<file path="src/rtl/mult_accum_pkg.sv">
// Shared ALU definitions: FSM state encoding and the multiplier product width
// used by the sum-of-products accumulator.
package mult_accum_pkg;

    localparam int PRODUCT_W = 8;

    typedef logic [1:0] state_t;

    localparam state_t IDLE  = 2'd0;
    localparam state_t ACCUM = 2'd1;
    localparam state_t DONE  = 2'd2;

endpackage

</file>
<file path="src/rtl/sat_adder.sv">
// Unsigned ACC_W-bit accumulator plus a zero-extended product, clamped to the
// all-ones value when the sum carries out.
module sat_adder
    import mult_accum_pkg::*;
#(
    parameter int ACC_W = 16
) (
    input  logic [ACC_W-1:0]     acc,
    input  logic [PRODUCT_W-1:0] operand,
    output logic [ACC_W-1:0]     sum,
    output logic                 saturated
);

    logic [ACC_W:0] wide;

    // One extra bit holds the carry that signals saturation.
    assign wide      = {1'b0, acc} + {{(ACC_W + 1 - PRODUCT_W){1'b0}}, operand};
    assign saturated = wide[ACC_W];
    assign sum       = saturated ? {ACC_W{1'b1}} : wide[ACC_W-1:0];

endmodule

</file>
<file path="src/rtl/mult_accum.sv">
// Sum-of-products accumulator fed term by term from the 8-bit multiplier.
// Optional build macro MULT_ACCUM_ERR_DROP_EN: terms flagged as truncated are counted but not added.
module mult_accum
    import mult_accum_pkg::*;
#(
    parameter int ACC_W = 16,
    parameter int CNT_W = 4
) (
    input  logic                 clk,
    input  logic                 rst,
    input  logic                 start,
    input  logic [CNT_W-1:0]     numTerms,
    input  logic                 inValid,
    output logic                 inReady,
    input  logic [PRODUCT_W-1:0] product,
    input  logic                 productError,
    output logic [ACC_W-1:0]     accOut,
    output logic                 busy,
    output logic                 done,
    output logic                 errorSticky,
    output logic                 overflow
);

    state_t                 state;
    logic [CNT_W-1:0]       count;
    logic [PRODUCT_W-1:0]   addend;
    logic [ACC_W-1:0]       sum;
    logic                   saturated;
    logic                   accept;

    // Handshake and status depend on state alone, never on inValid.
    assign inReady = (state == ACCUM);
    assign busy    = (state == ACCUM);
    assign done    = (state == DONE);
    assign accept  = inValid & inReady;

`ifdef MULT_ACCUM_ERR_DROP_EN
    assign addend = productError ? '0 : product;
`else
    assign addend = product;
`endif

    sat_adder #(
        .ACC_W(ACC_W)
    ) u_sat_adder (
        .acc       (accOut),
        .operand   (addend),
        .sum       (sum),
        .saturated (saturated)
    );

    // NOTE: registers use non-blocking assignments so every update in this block sees pre-edge values.
    always_ff @(posedge clk) begin
        if (rst) begin
            state       <= IDLE;
            count       <= '0;
            accOut      <= '0;
            errorSticky <= 1'b0;
            overflow    <= 1'b0;
        end else begin
            case (state)
                IDLE: begin
                    if (start) begin
                        accOut      <= '0;
                        errorSticky <= 1'b0;
                        overflow    <= 1'b0;
                        count       <= numTerms;
                        state       <= (numTerms != '0) ? ACCUM : DONE;
                    end
                end
                ACCUM: begin
                    if (accept) begin
                        accOut      <= sum;
                        errorSticky <= errorSticky | productError;
                        overflow    <= overflow | saturated;
                        count       <= count - 1'b1;
                        if (count == CNT_W'(1)) begin
                            state <= DONE;
                        end
                    end
                end
                DONE:    state <= IDLE;
                default: state <= IDLE;
            endcase
        end
    end

endmodule
</file>
<file path="config.mk">
export PLATFORM = sky130hd
export DESIGN_NAME = mult_accum
export DESIGN_NICKNAME = d
export VERILOG_FILES = /design/src/rtl/mult_accum_pkg.sv /design/src/rtl/sat_adder.sv /design/src/rtl/mult_accum.sv
export SDC_FILE = /design/constraint.sdc
export NUM_CORES = 1
export LEC_CHECK = 0
export ABC_AREA = 1
export CAP_MARGIN = 20
export CORE_MARGIN = 2
export CORE_UTILIZATION = 35
export DETAILED_ROUTE_END_ITERATION = 8
export HOLD_SLACK_MARGIN = 0.03
export PLACE_DENSITY_LB_ADDON = 0.3
export SKIP_LAST_GASP = 1
export SYNTH_ARGS = -nofsm -noshare
export SYNTH_HDL_FRONTEND = slang
export SYNTH_SLANG_ARGS = --single-unit
</file>
<file path="constraint.sdc">
create_clock -name clk -period 2.2 [get_ports clk]
set_clock_uncertainty 0.1 [all_clocks]
set_input_delay 0.44 -clock clk [delete_from_list [all_inputs] [get_ports clk]]
set_output_delay 0.44 -clock clk [all_outputs]
set_load 0.02 [all_outputs]
</file>
==> results.ini, run 1 <==
[route]
wl_per_cell_microns=10.9
wl_microns=4310
dr.pass1.iters=4
vias=1839
first_iter_violations=71
vias_per_cell=4.67
drc=0
detail-route-antenna-nets=0

[clock_tree]
clk_pin_slew_ns=0.09
clockBufferDepth=2
cts_sinks=24
cts_tree=yes
htreeDepth=1
cts_root_buf=clkbuf_8
cts_hold_buf=0
clk_latency_ns=0.27
numCtsBuffers=3

[sta]
fmax_mhz=483
finalWorstSetupSlack_ns=0.129
slew_headroom_pct=71.1
finalSetupViolCount=0
setup_tns_ns=0
slew_viol_final=0
worst-slew-pin-transition_ns=0.433
min_period_ns=2.07
fin_crit_sh_pct=94.1
hold_ws_ns=0.353
finalHoldViolCount=0

[worst_setup_path]
r2r-start=accOut[0]
worstPathRequired_ns=2.27
rr_endpoint=accOut[0]
critPathMaxFanout=10
r2r_cells=10
critPathKind=in2reg
worst_setup_path_end_kind=flip-flop
critical_path.most_common_cell=nand2_1
startpoint_type=input pin
worst_path_max_delay_cell=clkdlybuf4s50_1
arrival_ns=2.14
cpPeakStageDelay_ns=0.40
rrSetupSlack_ns=0.37
path_cells=clkdlybuf4s50_1 > ha_2 > fa_2 > nand2_1 > nand2_1 > nand3_2 > nand2_2 > nand3_4 > inv_6 > o21ai_0 > a21oi_1

[min_path]
worstHoldEndpoint=overflow
hp-start=overflow
holdPathStages=2
min_path_type=reg2reg

[final_layout]
fin_cells=394
drive_above_1_share_pct=12.5
area_growth_pct=34.5
layout.nets=356
num_antenna_cells=0

[place]
place_ws_ns=-0.299
dp_cells=389
port_buffers=37
gp_congestion=0.778
dpl.hpwl_microns=3290

[power]
ir_drop_mv=0.317
p_per_area_nw_per_um2=507
total_power_mw=1.21
leakagePower_nw=1.12

[logic_synthesis]
synth_area_per_cell_sq_um=6.42
ys_types=34
synthesis.area_sq_um=1780
yosys_warnings=0
synthCells=277
seq_area_frac_synth_pct=27.0
yosysTopAreaCell=dfxtp_1
synth_top_area_share_pct=27.0
ys_ff_latch=24
synthTopCellsByArea=dfxtp_1 (27%), nand2_1 (17%), inv_1 (8.6%), ha_1 (7.0%), nand3_1 (6.2%)
syn_nets=305

[global_route]
antenna_found_initial=0
grt_pass1_vias=1603
grt_max_degree=21
grt_use_total_pct=16.5
grt_pass1_wl_microns=7300
grt_overflow=0

[floorplan]
die_w_microns=75.3
coreArea_sq_um=4820
ioPinCount=38
dieArea_sq_um=5670
fp-row-count=25
start_util_pct=36.9
die_h_microns=75.3

[job]
maxCapViolCount=0

[outcome]
status=complete, no violations

layout by cell type (no fill, tap or decap), types with 2 or more instances in the layout:
master / n
inv_1: 41
xor2_1: 4
nand2_2: 4
buf_4: 15
and2_1: 2
nor3_4: 2
a21oi_1: 20
clkbuf_8: 3
a21oi_2: 2
inv_2: 4
nand3_1: 21
nor3_1: 4
xnor2_1: 2
nand2_1: 80
a211oi_1: 2
dfxtp_1: 24
ha_1: 9
o21ai_0: 10
o21ai_1: 2
nor2_1: 22
nor2_4: 3
clkdlybuf4s50_1: 36
flip-flops by register name, indices dropped and copies added, names as in the netlist:
signal / flops
accOut: 16
count: 4
errorSticky: 1
overflow: 1
state: 2
Yosys cell counts (all sizes together):
library cell and instances:
nand2 85, buf 5, inv 46, nand3 23, xnor2 2, dfxtp 24, o21ai 12, a211oi 2
nand4 1, nor4 1, and2 2, nor3 6, a21oi 22, o2111ai 1, clkbuf 1, nor2 25
ha 10, or2 1, o211ai 1, nand3b 1, fa 1, a31oi 1, xor2 4
worst max path at each step:
stage	from	endpoint	slack (ns)	cells past startpoint
floorplan	product[0]	accOut[5]	0.22	10
global placement	product[0]	accOut[1]	-0.25	11
detailed placement	product[0]	accOut[3]	-0.30	11
CTS	product[0]	accOut[0]	-0.004	11
global route	product[0]	accOut[9]	-0.007	13
finish	product[0]	accOut[0]	0.13	11
cell families after synthesis:
| family | share of synthesized area [%] |
|---|---|
| XOR/XNOR | 2.95 |
| flip-flops | 27.0 |
| AO/OA/AOI/OAI | 11.9 |
| buffers and inverters | 12.4 |
| AND/OR/NAND/NOR | 37.6 |
| adder cells (fa/ha/maj) | 8.16 |
repair_timing:
| item | CTS | global route |
|---|---|---|
| pin swaps | 0 | 1 |
| endpoints found under the hold margin | 0 | 0 |
| setup buffers | 0 | 1 |
| setup endpoints to repair | 3 | 16 |
| resized for setup | 0 | 8 |
critical path: cells and delay by family:
family | cells | cell delay [ns]
compound gates | 2 | 0.25
fa+ha+maj | 2 | 0.54
buf+inv | 2 | 0.46
simple gates | 5 | 0.44
per-layer routing:
| metal | global-route usage [%] | vias to the layer above | part of all wire, % |
|---|---|---|---|
| li1 | - | 984 | - |
| met1 | 21.8 | 822 | 48 |
| met2 | 28.5 | 28 | 47 |
| met3 | 2.78 | 5 | 3.9 |
| met4 | 3.51 | 0 | 0.72 |
| met5 | 0 | - | 0 |
stage by stage:
step | area (sq um) | utilization (%)
final | 2390 | 49.7
after global routing | 2390 | 49.7
after CTS | 2370 | 49.1
after detailed placement | 2300 | 47.7
after global placement | 2300 | 47.7
after floorplan | 1780 | -
layout make-up:
class / count / area, sq um
Clock inverter: 1 / 30.0
Inverter: 46 / 178
Timing Repair Buffer: 52 / 485
Fill cell: 511 / 2420
Tap cell: 67 / 83.8
Clock buffer: 3 / 41.3
Sequential cell: 24 / 480
Multi-Input combinational cell: 201 / 1090
power by group:
group / leakage, nW / internal [mW] / total, mW / switching [mW]
Combinational: 0.886 / 0.148 / 0.333 / 0.185
Clock: 0.0357 / 0.244 / 0.398 / 0.155
Sequential: 0.195 / 0.459 / 0.481 / 0.0223
Note: power is estimated with default switching activity, not from simulation.
==> inputs of run 2 (changes only) <==
--- a/config.mk
+++ b/config.mk
@@ -10,7 +10,7 @@
 export CORE_MARGIN = 2
 export CORE_UTILIZATION = 35
 export DETAILED_ROUTE_END_ITERATION = 8
-export HOLD_SLACK_MARGIN = 0.03
+export HOLD_SLACK_MARGIN = 0.08
 export PLACE_DENSITY_LB_ADDON = 0.3
 export SKIP_LAST_GASP = 1
 export SYNTH_ARGS = -nofsm -noshare
==> results of run 2 <==
The final DEF is identical to that of run 1; final timing and power are the same.
